## src/rtl/cpu_pkg.sv

```systemverilog
// Shared definitions for the 4-bit CPU: opcodes, FSM states, decode select types
// and instruction field positions.
package cpu_pkg;

  typedef enum logic [1:0] {ST_IDLE, ST_FETCH, ST_EXEC} state_e;
  typedef enum logic [1:0] {DST_NONE, DST_A, DST_B} dst_e;
  typedef enum logic [1:0] {SRC_IMM, SRC_A, SRC_B, SRC_IN} src_e;

  localparam int OP_MSB  = 7;
  localparam int OP_LSB  = 4;
  localparam int IMM_MSB = 3;
  localparam int IMM_LSB = 0;

  localparam logic [3:0] OP_ADD_A  = 4'b0000;
  localparam logic [3:0] OP_ADD_B  = 4'b0101;
  localparam logic [3:0] OP_MOV_AI = 4'b0011;
  localparam logic [3:0] OP_MOV_BI = 4'b0111;
  localparam logic [3:0] OP_MOV_AB = 4'b0001;
  localparam logic [3:0] OP_MOV_BA = 4'b0100;
  localparam logic [3:0] OP_IN_A   = 4'b0010;
  localparam logic [3:0] OP_IN_B   = 4'b0110;
  localparam logic [3:0] OP_OUT_B  = 4'b1001;
  localparam logic [3:0] OP_OUT_I  = 4'b1011;
  localparam logic [3:0] OP_JMP    = 4'b1111;
  localparam logic [3:0] OP_JNC    = 4'b1110;

endpackage

```

## src/rtl/cpu_decode.sv

```systemverilog
// Combinational instruction decoder: turns the opcode field into datapath controls.
// Undefined opcodes decode to all-inactive controls, which the sequencer runs as a NOP.
module cpu_decode
  import cpu_pkg::*;
#(
  parameter int OPW = 4
) (
  input  logic [OPW-1:0] opcode,
  output dst_e           dst_sel,
  output src_e           src_sel,
  output logic           alu_add,
  output logic           load_out,
  output logic           jump,
  output logic           jump_cond
);

  always_comb begin
    dst_sel   = DST_NONE;
    src_sel   = SRC_IMM;
    alu_add   = 1'b0;
    load_out  = 1'b0;
    jump      = 1'b0;
    jump_cond = 1'b0;
    case (opcode)
      OP_ADD_A:  begin dst_sel = DST_A; alu_add = 1'b1; end
      OP_ADD_B:  begin dst_sel = DST_B; alu_add = 1'b1; end
      OP_MOV_AI: dst_sel = DST_A;
      OP_MOV_BI: dst_sel = DST_B;
      OP_MOV_AB: begin dst_sel = DST_A; src_sel = SRC_B; end
      OP_MOV_BA: begin dst_sel = DST_B; src_sel = SRC_A; end
      OP_IN_A:   begin dst_sel = DST_A; src_sel = SRC_IN; end
      OP_IN_B:   begin dst_sel = DST_B; src_sel = SRC_IN; end
      OP_OUT_B:  begin load_out = 1'b1; src_sel = SRC_B; end
      OP_OUT_I:  load_out = 1'b1;
      OP_JMP:    jump = 1'b1;
      OP_JNC:    begin jump = 1'b1; jump_cond = 1'b1; end
      default:   ;
    endcase
  end

endmodule

```

## src/rtl/cpu_sequencer.sv

```systemverilog
// Fetch/execute controller for the 4-bit CPU: owns PC, IR, A, B, carry and the
// output port, and provides free-run and single-step control.
module cpu_sequencer
  import cpu_pkg::*;
#(
  parameter logic [3:0] RESET_PC = 4'h0,
  parameter int         OPW      = 4
) (
  input  logic       CLK,
  input  logic       RST,
  input  logic       RUN,
  input  logic       STEP,
  output logic [3:0] ROM_ADDR,
  input  logic [7:0] ROM_DATA,
  input  logic [3:0] IN_PORT,
  output logic [3:0] OUT_PORT,
  output logic       CARRY,
  output logic       BUSY,
  output logic       INSTR_DONE
);

  state_e     state;
  logic [3:0] pc;
  logic [3:0] reg_a;
  logic [3:0] reg_b;
  logic [7:0] ir;
  logic       step_flag;

  dst_e       dst_sel;
  src_e       src_sel;
  logic       alu_add;
  logic       load_out;
  logic       jump;
  logic       jump_cond;

  logic [3:0] imm;
  logic [3:0] operand;
  logic [3:0] dst_val;
  logic [4:0] sum;
  logic [3:0] result;
  logic       take_jump;

  cpu_decode #(.OPW(OPW)) u_decode (
    .opcode    (ir[OP_MSB:OP_LSB]),
    .dst_sel   (dst_sel),
    .src_sel   (src_sel),
    .alu_add   (alu_add),
    .load_out  (load_out),
    .jump      (jump),
    .jump_cond (jump_cond)
  );

  // ADD accumulates into its destination; every other writer just passes the operand.
  always_comb begin
    imm = ir[IMM_MSB:IMM_LSB];
    case (src_sel)
      SRC_A:   operand = reg_a;
      SRC_B:   operand = reg_b;
      SRC_IN:  operand = IN_PORT;
      default: operand = imm;
    endcase
    dst_val   = (dst_sel == DST_B) ? reg_b : reg_a;
    sum       = {1'b0, dst_val} + {1'b0, operand};
    result    = alu_add ? sum[3:0] : operand;
    take_jump = jump && !(jump_cond && CARRY);
  end

  assign ROM_ADDR = pc;
  assign BUSY     = (state != ST_IDLE);

  always_ff @(posedge CLK or posedge RST) begin
    if (RST) begin
      state      <= ST_IDLE;
      pc         <= RESET_PC;
      reg_a      <= 4'h0;
      reg_b      <= 4'h0;
      ir         <= 8'h00;
      step_flag  <= 1'b0;
      OUT_PORT   <= 4'h0;
      CARRY      <= 1'b0;
      INSTR_DONE <= 1'b0;
    end else begin
      INSTR_DONE <= 1'b0;
      case (state)
        ST_IDLE: begin
          if (RUN) begin
            state     <= ST_FETCH;
            step_flag <= 1'b0;
          end else if (STEP) begin
            state     <= ST_FETCH;
            step_flag <= 1'b1;
          end
        end
        ST_FETCH: begin
          ir    <= ROM_DATA;
          state <= ST_EXEC;
        end
        ST_EXEC: begin
          if (dst_sel == DST_A) reg_a <= result;
          if (dst_sel == DST_B) reg_b <= result;
          if (load_out) OUT_PORT <= operand;
          // JNC tests the carry as it stood before this instruction clears it.
          CARRY      <= alu_add ? sum[4] : 1'b0;
          pc         <= take_jump ? imm : pc + 4'h1;
          INSTR_DONE <= 1'b1;
          step_flag  <= 1'b0;
          state      <= (RUN && !step_flag) ? ST_FETCH : ST_IDLE;
        end
        default: state <= ST_IDLE;
      endcase
    end
  end

endmodule

```

## config.mk

```make
export PLATFORM = sky130hd
export DESIGN_NAME = cpu_sequencer
export DESIGN_NICKNAME = d
export VERILOG_FILES = /design/src/rtl/cpu_pkg.sv /design/src/rtl/cpu_decode.sv /design/src/rtl/cpu_sequencer.sv
export SDC_FILE = /design/constraint.sdc
export NUM_CORES = 1
export LEC_CHECK = 0
export CAP_MARGIN = 20
export CORE_MARGIN = 2
export CORE_UTILIZATION = 40
export CTS_CLUSTER_SIZE = 28
export DETAILED_ROUTE_END_ITERATION = 8
export GPL_ROUTABILITY_DRIVEN = 0
export PLACE_DENSITY = 0.59
export SLEW_MARGIN = 20
export SYNTH_ARGS = -nofsm -noshare
export SYNTH_HDL_FRONTEND = slang
export SYNTH_SLANG_ARGS = --single-unit
```

## constraint.sdc

```tcl
create_clock -name CLK -period 3.39 [get_ports CLK]
set_clock_uncertainty 0.1 [all_clocks]
set_input_delay 0.5085 -clock CLK [delete_from_list [all_inputs] [get_ports CLK]]
set_output_delay 0.5085 -clock CLK [all_outputs]
set_load 0.05 [all_outputs]
```

==> results of run 1 <==
sequential cells by signal, indices dropped and copies added, names as in the netlist:
| register | count |
|---|---|
| state | 2 |
| INSTR_DONE | 1 |
| step_flag | 1 |
| CARRY | 1 |
| ROM_ADDR | 4 |
| ir | 8 |
| OUT_PORT | 4 |
| reg_a | 4 |
| reg_b | 4 |
cell type report:
class	count	area, um2	share of cell area [%]
repair buffers	30	290	14.3
clock buffers	5	68.8	3.38
inverters	8	30.0	1.47
flip-flops and latches	29	726	35.6
multi-input cells	119	842	41.3
well taps	50	62.6	3.07
clock inverters	3	17.5	0.860
layer usage:
layer  track usage (%)  vias up  part of all wire [%]  wire length, um
met5                 0        -                     0                0
li1                  -      637                     -                -
met4              6.00        0                   1.3               47
met1              24.3      626                    48             1770
met2              29.7       35                    47             1740
met3              5.76        7                   4.4              163
worst register-to-register path: stages (launching register included):
cell and delay [ns]:
dfrtp_1 0.37, nor2_1 0.30, mux2_2 0.38, o22ai_1 0.31
inv_1 0.09, ha_1 0.31, a21o_1 0.18, a21oi_1 0.18
xnor2_1 0.13, mux2i_1 0.09, o21ai_0 0.18
layout by cell type (no fill, tap or decap), types with 2 or more instances in the layout:
cell type	netlist	final
dfrtp_1	29	29
clkdlybuf4s50_1	0	26
nand2_1	20	20
mux2_2	15	15
o21ai_0	14	14
a21oi_1	8	8
inv_1	8	8
a21o_1	6	6
nor2b_1	6	6
nor2_1	5	5
ha_1	5	5
clkbuf_8	0	5
nand3_1	4	4
buf_4	0	4
o31ai_1	3	3
nand2b_1	2	2
nand3b_1	2	2
o21bai_1	2	2
o21ai_2	2	2
a32oi_1	2	2
mux2i_1	2	2
clkinv_2	0	2
worst max path at each step:
stage / start / endpoint / depth (start not counted)
after global placement: IN_PORT[0] / reg_b[1]$_DFFE_PP0P_ / 10
final: ir[6]$_DFFE_PP0N_ / reg_b[3]$_DFFE_PP0P_ / 10
after CTS: ir[6]$_DFFE_PP0N_ / reg_b[3]$_DFFE_PP0P_ / 10
after global routing: ir[6]$_DFFE_PP0N_ / reg_b[3]$_DFFE_PP0P_ / 10
after floorplan: ir[6]$_DFFE_PP0N_ / reg_b[1]$_DFFE_PP0P_ / 8
after detailed placement: IN_PORT[1] / reg_b[3]$_DFFE_PP0P_ / 11
power groups by stage:
| stage | Combinational (uW) | Sequential, uW | Clock (uW) |
|---|---|---|---|
| detailed placement | 1440 | 683 | 0 |
| CTS | 1450 | 678 | 289 |
| global route | 1610 | 704 | 307 |
| finish | 1440 | 679 | 283 |
| floorplan | 930 | 818 | 0 |
| global placement | 1410 | 677 | 0 |
through the flow:
step	total power, uW	instance area [um2]	setup WS, ns	cells
floorplan	1750	1630	0.864	164
finish	2400	2040	0.688	244
global route	2620	2040	0.380	244
CTS	2410	2040	0.649	244
detailed placement	2120	1950	0.637	236
global placement	2090	1950	0.676	236
cell families after synthesis:
| logic type | count (synthesis) | synth area share, % |
|---|---|---|
| simple gates | 47 | 14.7 |
| compound gates | 46 | 18.3 |
| flops | 29 | 44.5 |
| mux | 18 | 12.5 |
| buf+inv | 16 | 3.91 |
| fa+ha+maj | 6 | 5.06 |
| xor+xnor | 2 | 1.07 |
==> flow_summary_export.csv, run 1 <==
group,metric,value,unit
synthesis,synth.distinct_cells,41,
synthesis,ys_seq_area_share,44.5,%
timing,grt_setup_unrepaired,"false",
setup_path,required,3.49,ns
clocking,cts_buffer_depth,2,
pwr,pwr-share-clk,11.8,%
clocking,cts_num_sinks,29,
synthesis,synthesis.area,0.00163,mm2
pwr,swShare,46.3,%
setup_path,worstSetupPathType,"register to register",
floorplanning,io_pins,27,
clocking,numCtsBuffers,5,
timing,finalMaxSlewViolations,0,
setup_path,critPathLaunchType,"register",
drt,first_pass_iters,4,
synthesis,yosysMostFrequentCell,"dfrtp_1",
finish,fillers,380,
synthesis,synth_fp_nets,186,
timing,setup-violations-final,0,
global_routing,grt_pass1_vias,1334,
place,hpwl,2.65,mm
clocking,clk_transition_reported_paths,0.07,ns
global_routing,track_usage,18.6,%
synthesis,synthTopCellsByCount,"29 x dfrtp_1, 20 x nand2_1, 15 x mux2_2, 14 x o21ai_0",
setup_path,cp-end-kind,"register",
setup_path,path_delay_family,"compound AO/OA/AOI/OAI gates",
floorplanning,core_area,0.00397,mm2
finish,syn_to_final_growth,24.8,%
global_routing,grt_start_max_net_pins,30,
clocking,insertion_delay,0.28,ns
finish,fin_util,51.3,%
synthesis,syn_inst,164,
worst_hold_path,min_to,"OUT_PORT[1]$_DFFE_PP0P_",
global_routing,grt_pass1_wl,6.30,mm
timing,min_period_over_period,79.7,%
setup_path,path_cells,"nor2_1, mux2_2, o22ai_1, inv_1, ha_1, a21o_1, a21oi_1, xnor2_1, mux2i_1, o21ai_0",
outcome,outcome,"completed",
pwr,power_density,1180,mW/mm2
setup_path,r2r_cells,10,
synthesis,synth_edf_count,0,
synthesis,syn_avg_cell_area,9.95,um2
drt,postRouteAntennaNets,0,
finish,nets,215,
synthesis,async_flop_share,100,%
global_routing,antenna_found_initial,0,
clocking,cts_hold_buffers,0,
timing,timing.setup.tns,0,ns
drt,drc,0,
job,maxCapViolations,0,
clocking,cts_resized,0,
pwr,p_comb_share,59.9,%
synthesis,ys_top_cells_by_area,"dfrtp_1 44%, mux2_2 10%, nand2_1 4.6%",
clocking,cts_tree,"yes",
synthesis,netlist.area_leader.share,44.5,%
setup_path,r2r_end,"reg_b[3]$_DFFE_PP0P_",
drt,routed_wl,3.72,mm
setup_path,r2r_slack,0.69,ns
setup_path,slowest_delay,0.38,ns
setup_path,cp_max_fo,4,
synthesis,yosysWarningCount,0,
clocking,post_cts_buffers,0,
finish,num_antenna_cells,0,
floorplanning,fp-row-count,23,
timing,fmax,370,MHz
worst_hold_path,worstHoldStart,"OUT_PORT[1]$_DFFE_PP0P_",
setup_path,arrival,2.80,ns
synthesis,ys_ff_latch,29,
pwr,peakVddDrop,0.606,mV
pwr,p_seq_share,28.3,%
synthesis,synthFlopType,"dfrtp_1",
setup_path,cpMaxStageDelayCell,"mux2_2",
synthesis,synth_top_area_cell,"dfrtp_1",
clocking,cts-root-buf,"clkbuf_8",
pwr,p_int,1290,uW
floorplanning,die_area,0.00461,mm2
place,portBuffers,26,
worst_hold_path,whs_path_depth,2,
drt,via_per_inst,5.35,
global_routing,grt-ovfl-total,0,
floorplanning,die_y,67.9,um
timing,worst_slew_pin_slew,0.856,ns
finish,final_layout_size_suffix_gt1_share,17.0,%
setup_path,r2r_start,"ir[6]$_DFFE_PP0N_",
pwr,p_leak,0.000903,uW
clocking,htree_levels,2,
timing,whs,0.384,ns
timing,relSlewSlack,42.8,%
floorplanning,initial_core_util,41.1,%
timing,period_needed,2.70,ns
timing,report.final.hold_viol_count,0,
floorplanning,die_w,67.9,um
worst_hold_path,hp-class,"register to register",
drt,num_vias,1305,
setup_path,path_buf_inv,1,
pwr,power.switching,1110,uW
drt,wl_per_cell,15.2,um
drt,drtIter0Drc,76,
Note: power is estimated with default switching activity, not from simulation.
==> run 2: changes to the inputs <==
- PLACE_DENSITY: 0.59 -> 0.61
- clock period: 3.39 -> 2.2 ns (I/O delays scaled with it)
==> run 2 against run 1 <==
  * The run now ends with negative setup slack left
  * Critical endpoint is now reg_a[1]$_DFFE_PP0P_
  * Final cell count up 11%
  * Non-clock buffer count grew 26
  * Largest cell class unchanged
  * Routed wire length grew 9.1%
  * Register-to-register slack lost 0.82 ns
  * Sequential share of layout area shrank 5.1 points
==> flow_summary_export.csv, run 2 (synthesis results as in run 1) <==
group,metric,value,unit
outcome,outcome,"complete, but fails checks",
outcome,violations,"negative setup slack",
clocking,cts_tree,"yes",
finish,layout_commonest_cell,"clkdlybuf4s50_1",
timing,timing.setup.tns,-0.625,ns
worst_hold_path,hp-class,"input port to asynchronous set/reset pin",
clocking,cts-root-buf,"clkbuf_8",
timing,min_period_over_period,106,%
timing,fmax,429,MHz
setup_path,cpMaxStageDelayCell,"dfrtp_2",
floorplanning,core_area,0.00397,mm2
timing,period_needed,2.33,ns
finish,syn_to_final_growth,46.5,%
floorplanning,fp-row-count,23,
place,placed_area,0.00217,mm2
timing,grt_setup_unrepaired,"true",
floorplanning,initial_core_util,41.1,%
finish,final_cell_mix,"26 x clkdlybuf4s50_1, 25 x dfrtp_1, 24 x buf_4",
timing,worst_slack,-0.129,ns
drt,first_pass_iters,4,
global_routing,grt_pass1_wl,6.64,mm
setup_path,path_buf_inv,3,
clocking,clk_transition_reported_paths,0.06,ns
place,portBuffers,26,
setup_path,required,2.30,ns
global_routing,grt_start_max_net_pins,30,
drt,via_per_inst,5.16,
finish,largest_register,"ir",
finish,fillers,329,
setup_path,cp_common_cell,"buf_6",
timing,report.final.hold_viol_count,0,
finish,fin_util,60.2,%
clocking,cts_buffer_depth,2,
clocking,cts_num_sinks,29,
global_routing,track_usage,19.9,%
clocking,htree_levels,2,
timing,finalMaxSlewViolations,0,
floorplanning,die_w,67.9,um
drt,wl_per_cell,15.0,um
finish,stdcell_area,0.00239,mm2
drt,drc,0,
drt,drtIter0Drc,63,
timing,relSlewSlack,65.6,%
setup_path,cp-end-kind,"register",
finish,largest_register_ffs,8,
global_routing,grt_pass1_vias,1437,
setup_path,path_cells,"nor2_4, buf_6, buf_6, a21boi_4, a21o_1, ha_4, inv_2, fa_2, mux2_4, o21ai_2",
setup_path,path_delay_family,"adder cells",
timing,worst_slew_pin_slew,0.515,ns
clocking,numCtsBuffers,5,
floorplanning,io_pins,27,
clocking,insertion_delay,0.28,ns
global_routing,antenna_found_initial,0,
timing,setup-violations-final,7,
finish,num_antenna_cells,0,
setup_path,critPathLaunchType,"register",
place,hpwl,2.99,mm
setup_path,arrival,2.43,ns
global_routing,grt-ovfl-total,0,
drt,num_vias,1394,
drt,postRouteAntennaNets,0,
setup_path,cp_max_fo,7,
finish,nets,241,
drt,routed_wl,4.06,mm
setup_path,slowest_delay,0.48,ns
floorplanning,die_area,0.00461,mm2
floorplanning,die_y,67.9,um
finish,final_layout_size_suffix_gt1_share,35.9,%
setup_path,worstSetupPathType,"register to register",
job,maxCapViolations,0,
## run 2: metrics by stage
stage          cells  worst slack (ns)  hold slack, ns
6_report         270            -0.129           0.328
5_1_grt          270            -0.250           0.373
4_1_cts          269            -0.145           0.343
3_5_place_dp     255            -0.314           0.372
3_3_place_gp     255            -0.253           0.364
2_1_floorplan    164           -0.0410           0.308
## run 2: metal layers
| layer | global-route usage [%] | share of wire (%) | vias to the layer above |
|---|---|---|---|
| met5 | 0 | 0 | - |
| met4 | 6.00 | 0.42 | 0 |
| met3 | 6.41 | 4.4 | 4 |
| met2 | 33.3 | 49 | 36 |
| met1 | 24.4 | 46 | 663 |
| li1 | - | - | 691 |
## run 2: path summary, 6_finish.rpt
kind / from / end / slack [ns] / cells past startpoint
max reg2reg: ir[5]$_DFFE_PP0N_ / reg_a[1]$_DFFE_PP0P_ / -0.13 / 10
max in group asynchronous: RST / ir[7]$_DFFE_PP0N_ / 1.37 / 3
max: ir[5]$_DFFE_PP0N_ / reg_a[1]$_DFFE_PP0P_ / -0.13 / 10
min: RST / ir[6]$_DFFE_PP0N_ / 0.33 / 3
min reg2reg: step_flag$_DFFE_PP0P_ / step_flag$_DFFE_PP0P_ / 0.38 / 1
min in group CLK: step_flag$_DFFE_PP0P_ / step_flag$_DFFE_PP0P_ / 0.38 / 1
## run 2: final cells by class
type / instances / area, um2 / area share (%)
Multi-Input combinational cell: 119 / 960 / 40.2
Sequential cell: 29 / 731 / 30.6
Timing Repair Buffer: 56 / 517 / 21.6
Clock buffer: 8 / 90.1 / 3.77
Tap cell: 50 / 62.6 / 2.62
Inverter: 8 / 30.0 / 1.26
## run 2: worst min-delay path, delay by kind of cell
| kind | cells | cell delay (ns) |
|---|---|---|
| buffers and inverters | 3 | 0.78 |
## run 2: what timing repair did
item,CTS,global route
gates cloned,0,0
pin swaps,19,11
setup endpoints to repair,7,9
setup buffers,6,1
hold buffers,0,0
gates resized for setup,11,12
Power of run 2 is left out: the tool's default activity adds up to more than one toggle a clock period on the data nets, which glitch-free logic cannot reach.
